`config.mk`:
```
export PLATFORM = sky130hd
export DESIGN_NAME = merge2_ctrl
export DESIGN_NICKNAME = d
export VERILOG_FILES = /design/src/rtl/merge_pkg.sv /design/src/rtl/merge2_cmp.sv /design/src/rtl/merge2_ctrl.sv
export SDC_FILE = /design/constraint.sdc
export NUM_CORES = 1
export LEC_CHECK = 0
export ABC_AREA = 1
export CAP_MARGIN = 20
export CORE_ASPECT_RATIO = 0.9
export CORE_UTILIZATION = 31
export CTS_CLUSTER_SIZE = 12
export DETAILED_ROUTE_END_ITERATION = 7
export GPL_ROUTABILITY_DRIVEN = 0
export PLACE_DENSITY = 0.62
export RECOVER_POWER = 100
export SLEW_MARGIN = 10
export SYNTH_ARGS = -nofsm -noshare
export SYNTH_HDL_FRONTEND = slang
export SYNTH_SLANG_ARGS = --single-unit
```
`constraint.sdc`:
```
create_clock -name clk -period 2.66 [get_ports clk]
set_input_delay 0.266 -clock clk [delete_from_list [all_inputs] [get_ports clk]]
set_output_delay 0.266 -clock clk [all_outputs]
set_load 0.01 [all_outputs]
```
`src/rtl/merge_pkg.sv`:
```
`default_nettype none
// ============================================================================
//  Module      : merge_pkg
//  Description : Shared types and constants for the merge-sort controllers.
//  Revision    : 1.0  initial release
// ============================================================================
package merge_pkg;

    localparam int DEFAULT_DATA_WIDTH = 32;
    localparam int DEFAULT_LOG2_DEPTH = 8;

    // Comparator selection modes: ascending picks the smaller head, descending the larger.
    localparam logic COMPARE_LE = 1'b0;
    localparam logic COMPARE_GE = 1'b1;

    typedef enum logic [2:0] {
        IDLE    = 3'd0,
        MERGE   = 3'd1,
        DRAIN_A = 3'd2,
        DRAIN_B = 3'd3,
        FLUSH   = 3'd4,
        DONE    = 3'd5
    } merge_state_e;

    function automatic logic cmp_mode(input int descending);
        return (descending != 0) ? COMPARE_GE : COMPARE_LE;
    endfunction

endpackage
`default_nettype wire

```
`src/rtl/merge2_cmp.sv`:
```
`default_nettype none
// ============================================================================
//  Module      : merge2_cmp
//  Description : Combinational two-head comparator; ties always select A.
//  Revision    : 1.0  initial release
// ============================================================================
module merge2_cmp
    import merge_pkg::*;
#(
    parameter int DATA_WIDTH = DEFAULT_DATA_WIDTH,
    parameter int DESCENDING = 0
) (
    input  logic [DATA_WIDTH-1:0] a_head,
    input  logic [DATA_WIDTH-1:0] b_head,
    output logic                  sel_a
);

    generate
        if (cmp_mode(DESCENDING) == COMPARE_GE) begin : g_desc
            assign sel_a = (a_head >= b_head);
        end else begin : g_asc
            assign sel_a = (a_head <= b_head);
        end
    endgenerate

endmodule
`default_nettype wire

```
`src/rtl/merge2_ctrl.sv`:
```
`default_nettype none
// ============================================================================
//  Module      : merge2_ctrl
//  Description : Two-way run merger popping two sorted FIFOs into one output.
//  Revision    : 1.0  initial release
// ============================================================================
module merge2_ctrl
    import merge_pkg::*;
#(
    parameter int DATA_WIDTH = DEFAULT_DATA_WIDTH,
    parameter int LOG2_DEPTH = DEFAULT_LOG2_DEPTH,
    parameter int DESCENDING = 0
) (
    input  logic                  clk,
    input  logic                  reset,
    input  logic                  start,
    input  logic [LOG2_DEPTH:0]   run_len,
    input  logic [DATA_WIDTH-1:0] a_head,
    input  logic                  a_empty,
    output logic                  a_rd_en,
    input  logic [DATA_WIDTH-1:0] b_head,
    input  logic                  b_empty,
    output logic                  b_rd_en,
    output logic [DATA_WIDTH-1:0] out_din,
    output logic                  out_wr_en,
    input  logic                  out_afull,
    output logic                  busy,
    output logic                  done
);

    localparam int CNT_W = LOG2_DEPTH + 1;

    merge_state_e          state_q, state_d;
    logic [CNT_W-1:0]      rem_a_q, rem_a_d;
    logic [CNT_W-1:0]      rem_b_q, rem_b_d;
    logic [DATA_WIDTH-1:0] out_din_q, out_din_d;
    logic                  out_wr_en_q, out_wr_en_d;
    logic                  busy_q, busy_d;
    logic                  done_q, done_d;

    logic                  sel_a;
    logic                  pop_a;
    logic                  pop_b;
    logic                  a_ready;
    logic                  b_ready;

    merge2_cmp #(
        .DATA_WIDTH (DATA_WIDTH),
        .DESCENDING (DESCENDING)
    ) u_cmp (
        .a_head (a_head),
        .b_head (b_head),
        .sel_a  (sel_a)
    );

    // A side may pop only with data present, room downstream and elements left in its run.
    assign a_ready = !a_empty && !out_afull && (rem_a_q != '0);
    assign b_ready = !b_empty && !out_afull && (rem_b_q != '0);

    always_comb begin
        pop_a = 1'b0;
        pop_b = 1'b0;
        unique case (state_q)
            MERGE: begin
                if (a_ready && b_ready) begin
                    pop_a = sel_a;
                    pop_b = !sel_a;
                end
            end
            DRAIN_A: pop_a = a_ready;
            DRAIN_B: pop_b = b_ready;
            default: begin
                pop_a = 1'b0;
                pop_b = 1'b0;
            end
        endcase
    end

    always_comb begin
        state_d = state_q;
        rem_a_d = rem_a_q;
        rem_b_d = rem_b_q;
        unique case (state_q)
            IDLE: begin
                if (start) begin
                    rem_a_d = run_len;
                    rem_b_d = run_len;
                    state_d = (run_len == '0) ? DONE : MERGE;
                end
            end
            MERGE: begin
                if (pop_a) begin
                    rem_a_d = rem_a_q - 1'b1;
                    if (rem_a_q == CNT_W'(1)) begin
                        state_d = DRAIN_B;
                    end
                end else if (pop_b) begin
                    rem_b_d = rem_b_q - 1'b1;
                    if (rem_b_q == CNT_W'(1)) begin
                        state_d = DRAIN_A;
                    end
                end
            end
            DRAIN_A: begin
                if (pop_a) begin
                    rem_a_d = rem_a_q - 1'b1;
                    if (rem_a_q == CNT_W'(1)) begin
                        state_d = FLUSH;
                    end
                end
            end
            DRAIN_B: begin
                if (pop_b) begin
                    rem_b_d = rem_b_q - 1'b1;
                    if (rem_b_q == CNT_W'(1)) begin
                        state_d = FLUSH;
                    end
                end
            end
            FLUSH:   state_d = DONE;
            DONE:    state_d = IDLE;
            default: state_d = IDLE;
        endcase
    end

    // Status and write-path outputs are registered from next-state and pop decisions.
    always_comb begin
        busy_d      = (state_d != IDLE);
        done_d      = (state_d == DONE);
        out_wr_en_d = pop_a | pop_b;
        out_din_d   = out_din_q;
        if (pop_a) begin
            out_din_d = a_head;
        end else if (pop_b) begin
            out_din_d = b_head;
        end
    end

    always_ff @(posedge clk) begin
        if (reset) begin
            state_q     <= IDLE;
            rem_a_q     <= '0;
            rem_b_q     <= '0;
            out_din_q   <= '0;
            out_wr_en_q <= 1'b0;
            busy_q      <= 1'b0;
            done_q      <= 1'b0;
        end else begin
            state_q     <= state_d;
            rem_a_q     <= rem_a_d;
            rem_b_q     <= rem_b_d;
            out_din_q   <= out_din_d;
            out_wr_en_q <= out_wr_en_d;
            busy_q      <= busy_d;
            done_q      <= done_d;
        end
    end

    assign a_rd_en   = pop_a;
    assign b_rd_en   = pop_b;
    assign out_din   = out_din_q;
    assign out_wr_en = out_wr_en_q;
    assign busy      = busy_q;
    assign done      = done_q;

endmodule
`default_nettype wire

```
; Word-level counts from Yosys, hierarchy flattened
; Cells that the tools add are included.
[totals]
regBits = 56
input_bits = 79
[classes]
n_reduce_logical = 20
addsub = 2
magnitude_cmp = 1
n_eq_ne = 10
n_mux = 23
bitwise = 1
[op_table]
columns = operator, count
row1 = two-way mux 32 bit, 2
row2 = two-way mux 9 bit, 4
row3 = <= comparator 32 bit, 1
row4 = two-way mux 3 bit, 10
row5 = one-hot mux 9 bit (3 select lines), 1
row6 = "equality test 9 x 1 -> 1 bit, second input constant", 2
row7 = one-hot mux 9 bit (2 select lines), 1
row8 = nonzero test 9 bit, 2
row9 = "subtractor 9 x 1 -> 9 bit, second input constant", 2
row10 = one-hot mux 3 bit (5 select lines), 1
row11 = zero test 9 bit, 1
row12 = "equality test 3 x 2 -> 1 bit, second input constant", 2
row13 = "equality test 3 bit, second input constant", 2
row14 = AND reduction 3 bit, 2
row15 = nonzero test 3 bit, 2
row16 = logical AND 1 bit, 5
row17 = zero test 1 bit, 4
row18 = "!= test 2 bit, second input constant", 2
row19 = one-hot mux 1 bit (2 select lines), 2
row20 = nonzero test 2 bit, 2
row21 = "equality test 3 x 1 -> 1 bit, second input constant", 1
row22 = zero test 3 bit, 1
row23 = two-way mux 1 bit, 2
row24 = "!= test 2 x 1 -> 1 bit, second input constant", 1
row25 = other kinds (2), 2

; Logic depth before layout (Yosys ltp)
[depth]
word_depth = 10
ltp_mapped = 23

; Cells and area by module
; Synthesis repeated with hierarchy kept, for this count alone.
[hier_totals]
hier_cells = 595
hier_area_um2 = 4413.0
[by_module_without_submodules]
columns = module, instances, cells_per_inst, seq_area_each_um2, area_each_um2
row1 = merge2_ctrl, 1, 454, 1121.1, 3542.1
row2 = merge2_cmp, 1, 141, 0.0, 870.8

; Least setup slack after synthesis
; OpenSTA, ideal clock, no wires.
[synth_timing]
path_kind = input port to flip-flop
startpoint = in b_head[31]
endpoint = reg out_din_q[12], in the netlist out_din[12]
setup_slack_ps = 652
setup_ps = 117
arrival_time_ps = 1891
t_required_ps = 2543
cell_stages = 15
cell_sequence = inv_1 -> ha_1 -> nand2_1 -> nor2_2 -> nand2_1 -> nor4_2 -> nand2_1 -> nand2_2 -> nand2_2 -> nand2_4 -> nand2_8 -> buf_8 -> buf_6 -> a211oi_2 -> nor2_1
[synth_via]
elab_chain_cells = 5
word_cells_on_any_way = 8
cone_classes = order compare (1) / mux (5) / reduce/logical (2)
[synth_rtl]
columns = element, line_no
row1 = start: declaration, merge2_ctrl.sv:21  ; input logic [DATA_WIDTH-1:0] b_head,
row2 = <= comparator 32 bit *, merge2_cmp.sv:22  ; assign sel_a = (a_head <= b_head);
row3 = zero test 1 bit, merge2_ctrl.sv:67  ; pop_b = !sel_a;
row4 = two-way mux 1 bit, merge2_ctrl.sv:65  ; if (a_ready && b_ready) begin
row5 = one-hot mux 1 bit (2 select lines), merge2_ctrl.sv:63  ; unique case (state_q)
row6 = nonzero test 2 bit (no line), -
row7 = end signal: assignment, merge2_ctrl.sv:152  ; out_din_q <= out_din_d;
row8 = end: declaration, merge2_ctrl.sv:36  ; logic [DATA_WIDTH-1:0] out_din_q, out_din_d;
; Mark *: on every way between the ends. The rest lies on a longest branch, timed or not.
; A chain may end at the register's enable or synchronous reset.

; Final worst setup path
[layout_timing]
startpoint = in b_head[19]
endpoint = out a_rd_en
[layout_via]
elab_chain_cells = 3
[layout_rtl]
columns = element, line_no
row1 = <= comparator 32 bit, merge2_cmp.sv:22
row2 = two-way mux 1 bit, merge2_ctrl.sv:65
row3 = one-hot mux 1 bit (2 select lines), merge2_ctrl.sv:63
row4 = end: declaration, merge2_ctrl.sv:20  ; output logic a_rd_en,
; No other way between the ends.

==> impl_metrics.ini <==
[setup_path]
critPathKind = input pin to primary output
end_kind = primary output
cp_slowest_stage_delay_ns = 0.47
rr_worst_depth = 16
r2r-end = out_din[10]
crit_chain = clkdlybuf4s50_1 -> inv_1 -> ha_1 -> a21o_1 -> o21ai_1 -> nand2_1 -> a21oi_1 -> nand2_2 -> nand2_2 -> nand2_4 -> nand2_8 -> dlygate4sd2_1
crit-reg2reg-launch = rem_b_q[0]
critPathArrivalTime_ns = 2.27
required_ns = 2.39
reg2reg_slack_ns = 0.26
cp_common_cell = nand2_2
cpMaxStageDelayCell = clkdlybuf4s50_1
crit_fanout = 7
worstSetupStartpointType = input pin

[die]
ioPinCount = 116
core_um2 = 12800
dieArea_um2 = 13800
initial_core_util = 0.322
rows = 39
die_y_um = 111
die_w_um = 124

[clock_tree]
cts_tree = yes
clkSinkCount = 56
cts_max_level = 2
post_cts.repair.setup_buffers = 0
cts_buffers = 5
cts_buffer_depth = 2
clk_latency_ns = 0.30
cts_root_buf = clkbuf_16
cts_hold_buf = 0
clk_transition_reported_paths_ns = 0.07

[timing]
hold_violations = 0
setup_violations = 0
slew_viol_final = 0
clock_skew_ns = 0.00618
fin_crit_sh = 0.953
period_minus_slack_ns = 2.53
max_freq_mhz = 395
worst_pin_slew_ns = 0.626
relSlewSlack = 0.579
setup_ws_ns = 0.126

[outcome]
status = completed

[power_and_ir_drop]
pwr-share-seq = 0.393
netSwitchingFraction = 0.320
p_int_mw = 1.62
p_comb_frac = 0.313
clkPwrFrac = 0.294
finalPower_mw = 2.38
power_switching_mw = 0.763
leakagePower_nw = 2.68
power_density_nw_per_um2 = 410
max-vdd-ir-drop_mv = 0.379

[logic_synthesis]
synth_enable_flop_cells = 0
ys_seq_elements = 56
synth_top_family_by_area = simple AND/OR/NAND/NOR gates
syn_nets = 696
ys_types = 43
yosys.area_share.simple = 0.259
syn-cell-area_um2 = 4130
yosys.area.top_type_share = 0.272
synth_mux_area_frac = 0
yosysSeqAreaShare = 0.272
synth.area.top_cells = dfxtp_1 27%, ha_1 11%, nor2_1 9.5%
synth_compound_area_frac = 0.230
yosysWarningCount = 0
yosys.area.top_type = dfxtp_1
synth_async_sr_flop_share = 0
syn_inst = 581
synth_flop_cell = dfxtp_1
synth.avg_cell_area_um2 = 7.11
synth-xor-area-share = 0.00424
synth_adder_area_share = 0.109

[routing]
drc_errors = 0
first_pass_iters = 4
wl_per_cell_um = 13.3
first_iter_violations = 197
ant_nets = 0
via_per_inst = 4.72
wl_mm = 11.8
vias = 4203

[global_route]
grt_pass1_wl_mm = 19.7
grt_usage = 0.176
grt_pass1_vias = 4218
grt_max_degree = 45
grt_overflow_total = 0
antenna_found_initial = 0

[min_path]
min_path_type = flip-flop to flip-flop
worstHoldEndpoint = rem_a_q[1]
whs_path_depth = 2
min_from = rem_a_q[1]

[final_layout]
area_growth_pct = 40.9
layout-drive-gt1-share = 0.153
antenna-diode-count = 0
fin_nets = 840
postLayoutCoreUtil = 0.453
final_cells = 890

[place]
io_buffers = 115
place_ws_ns = -0.134
placedCellCount = 882
dp_hpwl_mm = 9.33

[job]
drv_cap = 0
-- per-layer routing --
metal | track usage | up-vias | part of all wire
met2 | 0.306 | 112 | 0.48
met1 | 0.221 | 1878 | 0.44
met5 | 0 | - | 0
met3 | 0.0236 | 19 | 0.055
met4 | 0.0554 | 0 | 0.022
li1 | - | 2194 | -
-- state kept, by name (all words and copies together), names as in the netlist --
name and cells:
out_wr_en 1, done 1, rem_b_q 9, state_q 3, out_din 32, rem_a_q 9
busy 1
-- how the worst max path moves through the flow --
stage | startpoint | to | slack, ns | depth (start not counted)
2_1_floorplan | b_head[31] | out_din[12] | 0.65 | 15
3_3_place_gp | b_head[19] | a_rd_en | -0.10 | 12
3_5_place_dp | b_head[31] | out_din[9] | -0.13 | 17
4_1_cts | b_head[19] | a_rd_en | 0.13 | 12
5_1_grt | b_head[30] | a_rd_en | -0.01 | 13
6_report | b_head[19] | a_rd_en | 0.13 | 12
-- final cells by class --
type / count / area (um2)
clock buffers: 6 / 139
clock inverters: 2 / 15.0
well taps: 164 / 205
multi-input cells: 416 / 2490
flip-flops and latches: 56 / 1120
inverters: 87 / 332
fillers: 1331 / 7010
repair buffers: 159 / 1520
-- synthesized netlist by cell type, types with 4 or more instances --
| cell | n |
|---|---|
| a21oi_1 | 33 |
| o21ai_1 | 33 |
| nand2_1 | 84 |
| dfxtp_1 | 56 |
| a31oi_1 | 5 |
| ha_1 | 36 |
| nand3_1 | 13 |
| inv_2 | 7 |
| nor4_1 | 4 |
| inv_1 | 77 |
| clkbuf_1 | 5 |
| nand2_2 | 7 |
| nor2_1 | 105 |
| buf_2 | 4 |
| o21ai_0 | 33 |
| a211oi_2 | 28 |
| buf_6 | 10 |
-- stage by stage --
| step | instance area, um2 | setup TNS [ns] | hold WS, ns |
|---|---|---|---|
| finish | 5820 | 0 | 0.484 |
| global route | 5820 | -0.0187 | 0.511 |
| CTS | 5810 | 0 | 0.489 |
| detailed placement | 5660 | -3.58 | 0.476 |
| global placement | 5660 | -2.02 | 0.470 |
| floorplan | 4130 | 0 | 0.404 |
-- power groups by stage --
stage          Clock (mW)  Combinational (mW)  Sequential [mW]
2_1_floorplan           0               0.436            0.955
3_3_place_gp            0               0.733            0.952
3_5_place_dp            0               0.751            0.955
4_1_cts             0.720               0.756            0.936
6_report            0.702               0.746            0.936
5_1_grt             0.762               0.841            0.943
-- worst max-delay path: cells and delay by family --
| kind | cells | cell delay (ns) |
|---|---|---|
| AOI/OAI and AO/OA | 3 | 0.50 |
| adders and majority gates | 1 | 0.30 |
| buffers and inverters | 3 | 0.79 |
| and+or+nand+nor | 5 | 0.40 |
-- kinds of logic after synthesis --
family,Yosys count
compound gates,142
xor+xnor,2
fa+ha+maj,36
buf+inv,109
flops,56
simple gates,236
-- cell usage in the layout (no fill, tap or decap), drive strengths merged, types with 3 or more instances in the layout --
cell type,count
a31oi,5
clkbuf,6
nor4,5
a21oi,33
dfxtp,56
o21ai,66
buf,44
dlygate4sd3,35
nand3,14
ha,36
nand2,95
a211oi,31
inv,85
nand4,3
nor2,109
clkdlybuf4s50,78
nor3,6
-- timing repair --
action | in CTS | in global routing
gates resized for setup | 2 | 2
endpoints found under the setup margin | 2 | 3
pin swaps | 0 | 1
cloned | 0 | 0
No activity file was read; power rests on OpenSTA's default activity.
